<file path="config.mk">
export PLATFORM = sky130hd
export DESIGN_NAME = membus_arb
export DESIGN_NICKNAME = d
export VERILOG_FILES = /design/src/rtl/membus_arb.sv
export SDC_FILE = /design/constraint.sdc
export NUM_CORES = 1
export LEC_CHECK = 0
export ABC_CLOCK_PERIOD_IN_PS = 2500
export CAP_MARGIN = 20
export CORE_ASPECT_RATIO = 1.75
export CORE_UTILIZATION = 41
export CTS_CLUSTER_DIAMETER = 120
export DETAILED_ROUTE_END_ITERATION = 10
export MAX_ROUTING_LAYER = met4
export PLACE_DENSITY = 0.8
export SYNTH_ARGS = -nofsm -noshare
export SYNTH_HDL_FRONTEND = slang
export SYNTH_SLANG_ARGS = --single-unit
</file>
<file path="constraint.sdc">
create_clock -name clk -period 2.5 [get_ports clk]
set_clock_uncertainty 0.15 [all_clocks]
set_input_delay 0.75 -clock clk [delete_from_list [all_inputs] [get_ports clk]]
set_output_delay 0.75 -clock clk [all_outputs]
set_load 0.005 [all_outputs]
</file>
<file path="src/rtl/membus_arb.sv">
// membus_arb: two-port arbiter and cycle sequencer in front of one core memory module.
// One read, write or read-pause-write cycle runs at a time; an unanswered cycle reports NXM.
module membus_arb #(
    parameter int NXM_TIMEOUT = 100,
    parameter bit ROUND_ROBIN = 1'b0
) (
    input  logic        clk,
    input  logic        reset,
    input  logic        p0_rq_cyc,
    input  logic        p0_rd_rq,
    input  logic        p0_wr_rq,
    input  logic [17:0] p0_ma,
    input  logic [35:0] p0_wr_data,
    input  logic        p0_wr_rs,
    output logic        p0_addr_ack,
    output logic        p0_rd_rs,
    output logic [35:0] p0_rd_data,
    output logic        p0_nxm,
    input  logic        p1_rq_cyc,
    input  logic        p1_rd_rq,
    input  logic        p1_wr_rq,
    input  logic [17:0] p1_ma,
    input  logic [35:0] p1_wr_data,
    input  logic        p1_wr_rs,
    output logic        p1_addr_ack,
    output logic        p1_rd_rs,
    output logic [35:0] p1_rd_data,
    output logic        p1_nxm,
    output logic        mem_rq_cyc,
    output logic        mem_rd_rq,
    output logic        mem_wr_rq,
    output logic [17:0] mem_ma,
    output logic        mem_sel,
    output logic [35:0] mem_wr_data,
    output logic        mem_wr_rs,
    input  logic        mem_addr_ack,
    input  logic        mem_rd_rs,
    input  logic [35:0] mem_rd_data,
    output logic [2:0]  o_dbg_state
);

    typedef enum logic [2:0] {
        S_IDLE   = 3'd0,
        S_ADDR   = 3'd1,
        S_RDWAIT = 3'd2,
        S_WRWAIT = 3'd3,
        S_DONE   = 3'd4
    } state_t;

    localparam logic [9:0] TMO_LAST = 10'(NXM_TIMEOUT - 1);

    state_t      r_state;
    state_t      w_state_nxt;
    logic        r_sel;
    logic        r_last;
    logic        r_rd;
    logic        r_wr;
    logic [17:0] r_ma;
    logic [9:0]  r_cnt;
    logic [1:0]  r_ack;
    logic [1:0]  r_rd_rs;
    logic [1:0]  r_nxm;
    logic [35:0] r_rd_data0;
    logic [35:0] r_rd_data1;
    logic [35:0] r_mem_wr_data;
    logic        r_mem_wr_rs;

    logic        w_req0;
    logic        w_req1;
    logic        w_win;
    logic        w_own_rq_cyc;
    logic        w_own_wr_rs;
    logic [35:0] w_own_wr_data;
    logic        w_busy;
    logic        w_grant;
    logic        w_ack_ev;
    logic        w_nxm_ev;
    logic        w_rd_ev;
    logic        w_wr_ev;
    logic        w_release;

    assign w_req0 = p0_rq_cyc & (p0_rd_rq | p0_wr_rq);
    assign w_req1 = p1_rq_cyc & (p1_rd_rq | p1_wr_rq);
    // On a tie, fixed priority picks port 0; round robin picks the port that did not win last.
    assign w_win  = (w_req0 && w_req1) ? (ROUND_ROBIN ? ~r_last : 1'b0) : w_req1;

    assign w_own_rq_cyc  = r_sel ? p1_rq_cyc  : p0_rq_cyc;
    assign w_own_wr_rs   = r_sel ? p1_wr_rs   : p0_wr_rs;
    assign w_own_wr_data = r_sel ? p1_wr_data : p0_wr_data;

    always_ff @(posedge clk or negedge reset) begin
        if (!reset) r_state <= S_IDLE;
        else        r_state <= w_state_nxt;
    end

    always_comb begin
        w_state_nxt = r_state;
        w_grant     = 1'b0;
        w_ack_ev    = 1'b0;
        w_nxm_ev    = 1'b0;
        w_rd_ev     = 1'b0;
        w_wr_ev     = 1'b0;
        w_release   = 1'b0;
        case (r_state)
            S_IDLE: begin
                if (w_req0 || w_req1) begin
                    w_grant     = 1'b1;
                    w_state_nxt = S_ADDR;
                end
            end
            S_ADDR: begin
                // An ack on the expiry tick still wins over the timeout.
                if (mem_addr_ack) begin
                    w_ack_ev    = 1'b1;
                    w_state_nxt = r_rd ? S_RDWAIT : S_WRWAIT;
                end else if (r_cnt == TMO_LAST) begin
                    w_nxm_ev    = 1'b1;
                    w_state_nxt = S_DONE;
                end
            end
            S_RDWAIT: begin
                if (mem_rd_rs) begin
                    w_rd_ev     = 1'b1;
                    w_state_nxt = r_wr ? S_WRWAIT : S_DONE;
                end
            end
            S_WRWAIT: begin
                if (w_own_wr_rs) begin
                    w_wr_ev     = 1'b1;
                    w_state_nxt = S_DONE;
                end
            end
            S_DONE: begin
                if (!w_own_rq_cyc) begin
                    w_release   = 1'b1;
                    w_state_nxt = S_IDLE;
                end
            end
            default: w_state_nxt = S_IDLE;
        endcase
    end

    always_ff @(posedge clk or negedge reset) begin
        if (!reset) begin
            r_sel         <= 1'b0;
            r_last        <= 1'b1;
            r_rd          <= 1'b0;
            r_wr          <= 1'b0;
            r_ma          <= '0;
            r_cnt         <= '0;
            r_ack         <= '0;
            r_rd_rs       <= '0;
            r_nxm         <= '0;
            r_rd_data0    <= '0;
            r_rd_data1    <= '0;
            r_mem_wr_data <= '0;
            r_mem_wr_rs   <= 1'b0;
        end else begin
            r_ack       <= '0;
            r_rd_rs     <= '0;
            r_nxm       <= '0;
            r_mem_wr_rs <= 1'b0;
            if (w_grant) begin
                r_sel <= w_win;
                r_ma  <= w_win ? p1_ma    : p0_ma;
                r_rd  <= w_win ? p1_rd_rq : p0_rd_rq;
                r_wr  <= w_win ? p1_wr_rq : p0_wr_rq;
            end
            if (r_state == S_ADDR && !w_ack_ev && !w_nxm_ev) r_cnt <= r_cnt + 10'd1;
            else                                             r_cnt <= '0;
            if (w_ack_ev) r_ack[r_sel] <= 1'b1;
            if (w_nxm_ev) r_nxm[r_sel] <= 1'b1;
            if (w_rd_ev) begin
                r_rd_rs[r_sel] <= 1'b1;
                if (r_sel) r_rd_data1 <= mem_rd_data;
                else       r_rd_data0 <= mem_rd_data;
            end
            if (w_wr_ev) begin
                r_mem_wr_data <= w_own_wr_data;
                r_mem_wr_rs   <= 1'b1;
            end
            if (w_release) r_last <= r_sel;
        end
    end

    assign w_busy      = (r_state == S_ADDR) || (r_state == S_RDWAIT) || (r_state == S_WRWAIT);
    assign mem_rq_cyc  = w_busy;
    assign mem_rd_rq   = w_busy & r_rd;
    assign mem_wr_rq   = w_busy & r_wr;
    assign mem_ma      = r_ma;
    assign mem_sel     = r_sel;
    assign mem_wr_data = r_mem_wr_data;
    assign mem_wr_rs   = r_mem_wr_rs;
    assign p0_addr_ack = r_ack[0];
    assign p1_addr_ack = r_ack[1];
    assign p0_rd_rs    = r_rd_rs[0];
    assign p1_rd_rs    = r_rd_rs[1];
    assign p0_nxm      = r_nxm[0];
    assign p1_nxm      = r_nxm[1];
    assign p0_rd_data  = r_rd_data0;
    assign p1_rd_data  = r_rd_data1;
    assign o_dbg_state = r_state;

endmodule

</file>
# Word level (Yosys, flattened, before mapping)
# Index checks and enable logic that the tools add are counted.
[word_totals]
inputBits = 156
word_cells = 80
reg_bits = 149
[classes]
n_mux = 34
n_eq_ne = 10
magnitude_cmp = 2
add_sub_neg = 1
reduce_logical = 13
bitwise_logic = 7
[op_table]
columns = ["cell", "n"]
rows = [
  ["2-to-1 mux 36 bit", 1],
  ["2-to-1 mux 3 bit", 7],
  ["2-to-1 mux 1 bit", 19],
  ["2-to-1 mux 18 bit", 1],
  ["one-hot mux 3 bit (5 select lines)", 1],
  ["adder 10 x 1 -> 10 bit (second input constant)", 1],
  ["== test 10 x 7 -> 1 bit (second input constant)", 1],
  ["2-to-1 mux 10 bit", 1],
  ["!= test 2 bit (second input constant)", 4],
  ["== test 3 x 2 -> 1 bit (second input constant)", 2],
  ["2-to-1 mux 2 bit", 3],
  ["AND reduction 5 bit", 1],
  ["AND 1 bit", 4],
  ["logical AND 1 bit", 4],
  ["AND reduction 2 bit", 2],
  ["== test 3 x 1 -> 1 bit (second input constant)", 1],
  ["== test 3 bit (second input constant)", 1],
  ["zero test 3 bit", 1],
  ["logical OR 1 bit", 3],
  ["!= test 3 bit (second input constant)", 1],
  ["zero test 1 bit", 2],
  ["less-than comparator 1 x 2 -> 1 bit (second input constant)", 1],
  ["OR 1 bit", 2],
  ["demux 1 bit (select 1 bit)", 1],
  ["2 further kinds", 2],
]

# Depth between registers and ports, before layout
[depth]
depth_word = 7
mapped_depth = 7
ltp_nobuf = 5

# Least setup slack after synthesis
# Ideal clock, no wire load.
[synth_path]
path_kind = "flip-flop to flip-flop"
startpoint = "reg r_cnt[0]"
endpoint = "reg r_state[0] (netlist: o_dbg_state[0])"
path_slack_ns = 0.298
required_ns = 2.225
setup_time_ns = 0.125
t_arrival_ns = 1.927
stages_incl_launch_ff = 6
path_cell_list = "dfrtp_1 ha_1 or4b_4 o31ai_4 o2111ai_2 mux2_4"
[synth_between]
elab_chain_cells = 3
[synth_lines]
columns = ["item", "line_no", "text"]
rows = [
  ["start: declaration", "59", "logic [9:0] r_cnt;"],
  ["start signal: assignment", "169", "if (r_state == S_ADDR && !w_ack_ev && !w_nxm_ev) r_cnt <= r_cnt + 10'd1;"],
  ["== test 10 x 7 -> 1 bit", "116", "end else if (r_cnt == TMO_LAST) begin"],
  ["!= test 3 bit (no line)", "n/a", ""],
  ["AND reduction 5 bit (no line)", "n/a", ""],
  ["end signal: assignment", "93", "else r_state <= w_state_nxt;"],
  ["end: declaration", "52", "state_t r_state;"],
]
# No other way between the ends.
# A chain may end at the register's enable or synchronous reset.

# Worst setup path after layout
[layout_path]
startpoint = "reg r_state[2] (netlist: o_dbg_state[2])"
endpoint = "out o_dbg_state[2]"
[layout_lines]
columns = ["item", "line_no", "text"]
rows = [
  ["end: declaration", "39", "output logic [2:0] o_dbg_state"],
]
# No word-level cell between the ends.

==> results.yml <==
outcome:
  status: "finished, final reports clean"
floorplanning:
  num_rows: 59
  core_area_um2: 14800
  die_area_um2: 15700
  die_w_um: 95.1
  initial_core_util_pct: 41.9
  fp.dieH_um: 165
  io_pins: 296
layout:
  antenna_cells: 0
  final_nets: 965
  area_delta_synth_final_pct: 62.9
  drive_gt1_share_pct: 17.2
  fill_cells: 1091
worst_setup_path:
  required_ns: 1.60
  critPathKind: "flip-flop to output port"
  arrival_ns: 1.51
  startpoint_type: "flip-flop"
  reg2reg_to: "o_dbg_state[0]$_DFFE_PN0P_"
  worstReg2RegStart: "r_cnt[0]$_DFF_PN0_"
  ff2ff_setup_slack_ns: 0.31
  reg2regPathDepth: 5
  cp-end-kind: "output port"
  crit_fanout: 9
min_path:
  min_path_type: "input port to asynchronous set/reset pin"
sta:
  rsz0062_at_grt: "false"
  relSlewSlack_pct: 55.7
  fin_crit_sh_pct: 96.3
  slew_viol_final: 0
  setup_viol: 0
  period_needed_ns: 2.41
  finalHoldViolations: 0
  holdWs_ns: 0.141
  timing.fmax_mhz: 415
  worstMarginPinSlew_ns: 0.665
synthesis:
  yosysTopAreaCell: "dfrtp_1"
  syn_avg_cell_area_um2: 12.4
  synthCells: 500
  synth_seq_cells: 149
  synth_top_area_share_pct: 59.9
  synth_area_um2: 6220
  synthesis.nets: 657
  yosys_warnings: 0
  synthTopCellsByArea: "dfrtp_1, mux2_2, mux2i_1, o21ai_0, nand2_1"
  yosysSeqAreaShare_pct: 59.9
  post_synth_num_cell_types: 35
pwr:
  p_leak_nw: 4.46
  vdd_drop_max_v: 0.000556
  finalPower_mw: 11.0
  pwr_density_cell_nw_per_um2: 1080
cts:
  cts.clk_slew.worst_paths_ns: 0.07
  cts-root-buf: "clkbuf_16"
  cts.sinks: 149
  clk_latency_ns: 0.41
  cts_buffer_depth: 2
  ctsHoldBuffers: 0
  cts_buffers: 17
  cts_tree: "built"
  htree_levels: 4
detailed_routing:
  viasPerCell: 5.05
  vias: 5073
  drtIter0Drc: 151
  avgRoutedWirePerCell_um: 17.7
  wl_um: 17800
  first_pass_iters: 4
  ant_nets: 0
  drc: 0
job:
  cap_violations: 0
place:
  globalplace.congestion: 0.837
  dp_hpwl_um: 13600
  io_buffers: 295
grt:
  grt_max_degree: 74
  grt_usage_pct: 23.4
  first_global_vias: 5265
  grt_pass1_wl_um: 26800
  overflow: 0
  antenna_found_initial: 0
-- final cells by class --
type | count | area [µm²] | share of cell area [%]
Clock buffer | 17 | 425 | 4.20
Clock inverter | 15 | 163 | 1.61
Inverter | 10 | 37.5 | 0.370
Multi-Input combinational cell | 313 | 2340 | 23.1
Sequential cell | 149 | 3730 | 36.8
Tap cell | 183 | 229 | 2.26
Timing Repair Buffer | 317 | 3210 | 31.7
-- critical path, stage by stage (launching register included) --
cell	delay, ns
dfrtp_2	0.39
buf_4	0.17
clkdlybuf4s50_1	0.53
-- routing by layer --
metal,vias up,global-route usage (%),wire length [µm]
met3,39,4.97,940
met5,-,-,0
met4,0,11.0,565
met1,2495,24.4,6260
li1,2364,-,-
met2,175,41.2,10000
-- sequential cells by signal, summed over array words and instances (netlist names) --
| name | count |
|---|---|
| mem_wr_data | 36 |
| p0_rd_data | 36 |
| p1_rd_data | 36 |
| mem_ma | 18 |
| r_cnt | 10 |
| o_dbg_state | 3 |
| r_ack | 2 |
| r_nxm | 2 |
| r_rd_rs | 2 |
| mem_sel | 1 |
| mem_wr_rs | 1 |
| r_rd | 1 |
| r_wr | 1 |
-- logic make-up after synthesis --
group / share of synthesized area (%)
multiplexers: 22.3
AND/OR/NAND/NOR: 7.50
AO/OA/AOI/OAI: 6.46
adder cells (fa/ha/maj): 0.201
XOR/XNOR: 0.986
buffers and inverters: 2.59
flip-flops: 59.9
-- cells in the final DEF, fill, tap and decap left out, types with 2 or more instances in the layout --
| master | Yosys | routed |
|---|---|---|
| inv_1 | 10 | 10 |
| nand3_1 | 7 | 7 |
| clkinv_4 | 0 | 2 |
| or3_1 | 4 | 3 |
| nor2_1 | 34 | 33 |
| xnor2_1 | 5 | 5 |
| a21oi_1 | 22 | 21 |
| buf_4 | 3 | 15 |
| mux2_2 | 73 | 73 |
| dfrtp_2 | 0 | 3 |
| mux2i_1 | 55 | 55 |
| clkdlybuf4s50_1 | 0 | 292 |
| inv_8 | 0 | 3 |
| inv_6 | 0 | 6 |
| buf_12 | 0 | 7 |
| nor3_1 | 5 | 5 |
| o21ai_0 | 43 | 43 |
| dfrtp_1 | 149 | 146 |
| clkbuf_16 | 0 | 17 |
| xor2_1 | 2 | 2 |
| o221ai_1 | 2 | 2 |
| nand2_1 | 42 | 42 |
| nor4b_1 | 2 | 2 |
-- through the flow --
stage	std cells	setup slack, ns	instance area (µm²)	TNS, ns	utilization, %
floorplan	500	0.298	6220	0	-
global placement	970	-0.271	9520	-17.23	64.2
detailed placement	970	-0.215	9520	-12.66	64.2
CTS	1004	0.0294	10100	0	68.3
global route	1004	0.0313	10100	0	68.3
finish	1004	0.0928	10100	0	68.3
-- report_power, final --
group	total [mW]	internal (mW)	switching, mW
combinational	4.49	2.85	1.64
clock	2.52	1.42	1.10
sequential	3.99	3.42	0.570
-- repair_timing --
action	4_1_cts	5_1_grt
setup endpoints to repair	4	1
setup buffers	2	0
resized for setup	4	1
-- Yosys cell counts --
cell type	number
o21ai_0	43
nor4_1	1
clkbuf_1	15
mux2i_1	55
nand2_1	42
inv_1	10
o22ai_1	1
o31ai_1	1
or3_1	4
buf_1	4
nor4b_1	2
nand3_1	7
o31ai_4	1
xor2_1	2
o221ai_1	2
buf_2	6
nor3_1	5
xnor2_1	5
a21oi_1	22
nand2b_1	1
ha_1	1
or3b_2	1
a2bb2oi_1	1
mux2_2	73
buf_4	3
mux2_4	1
or4b_4	1
or4_2	1
nand4_1	1
and3b_1	1
nand3b_1	1
and2_1	2
dfrtp_1	149
o2111ai_2	1
nor2_1	34
-- how the worst max path moves through the flow --
stage,startpoint,end,slack (ns)
2_1_floorplan,r_cnt[0]$_DFF_PN0_,o_dbg_state[0]$_DFFE_PN0P_,0.30
3_3_place_gp,mem_rd_rs,p0_rd_data[8]$_DFFE_PN0P_,-0.27
3_5_place_dp,mem_rd_rs,p0_rd_data[18]$_DFFE_PN0P_,-0.21
4_1_cts,o_dbg_state[2]$_DFFE_PN0P_,mem_wr_rq,0.03
5_1_grt,o_dbg_state[2]$_DFFE_PN0P_,o_dbg_state[2],0.03
6_report,o_dbg_state[2]$_DFFE_PN0P_,o_dbg_state[2],0.09
Note: power is estimated with default switching activity, not from simulation.
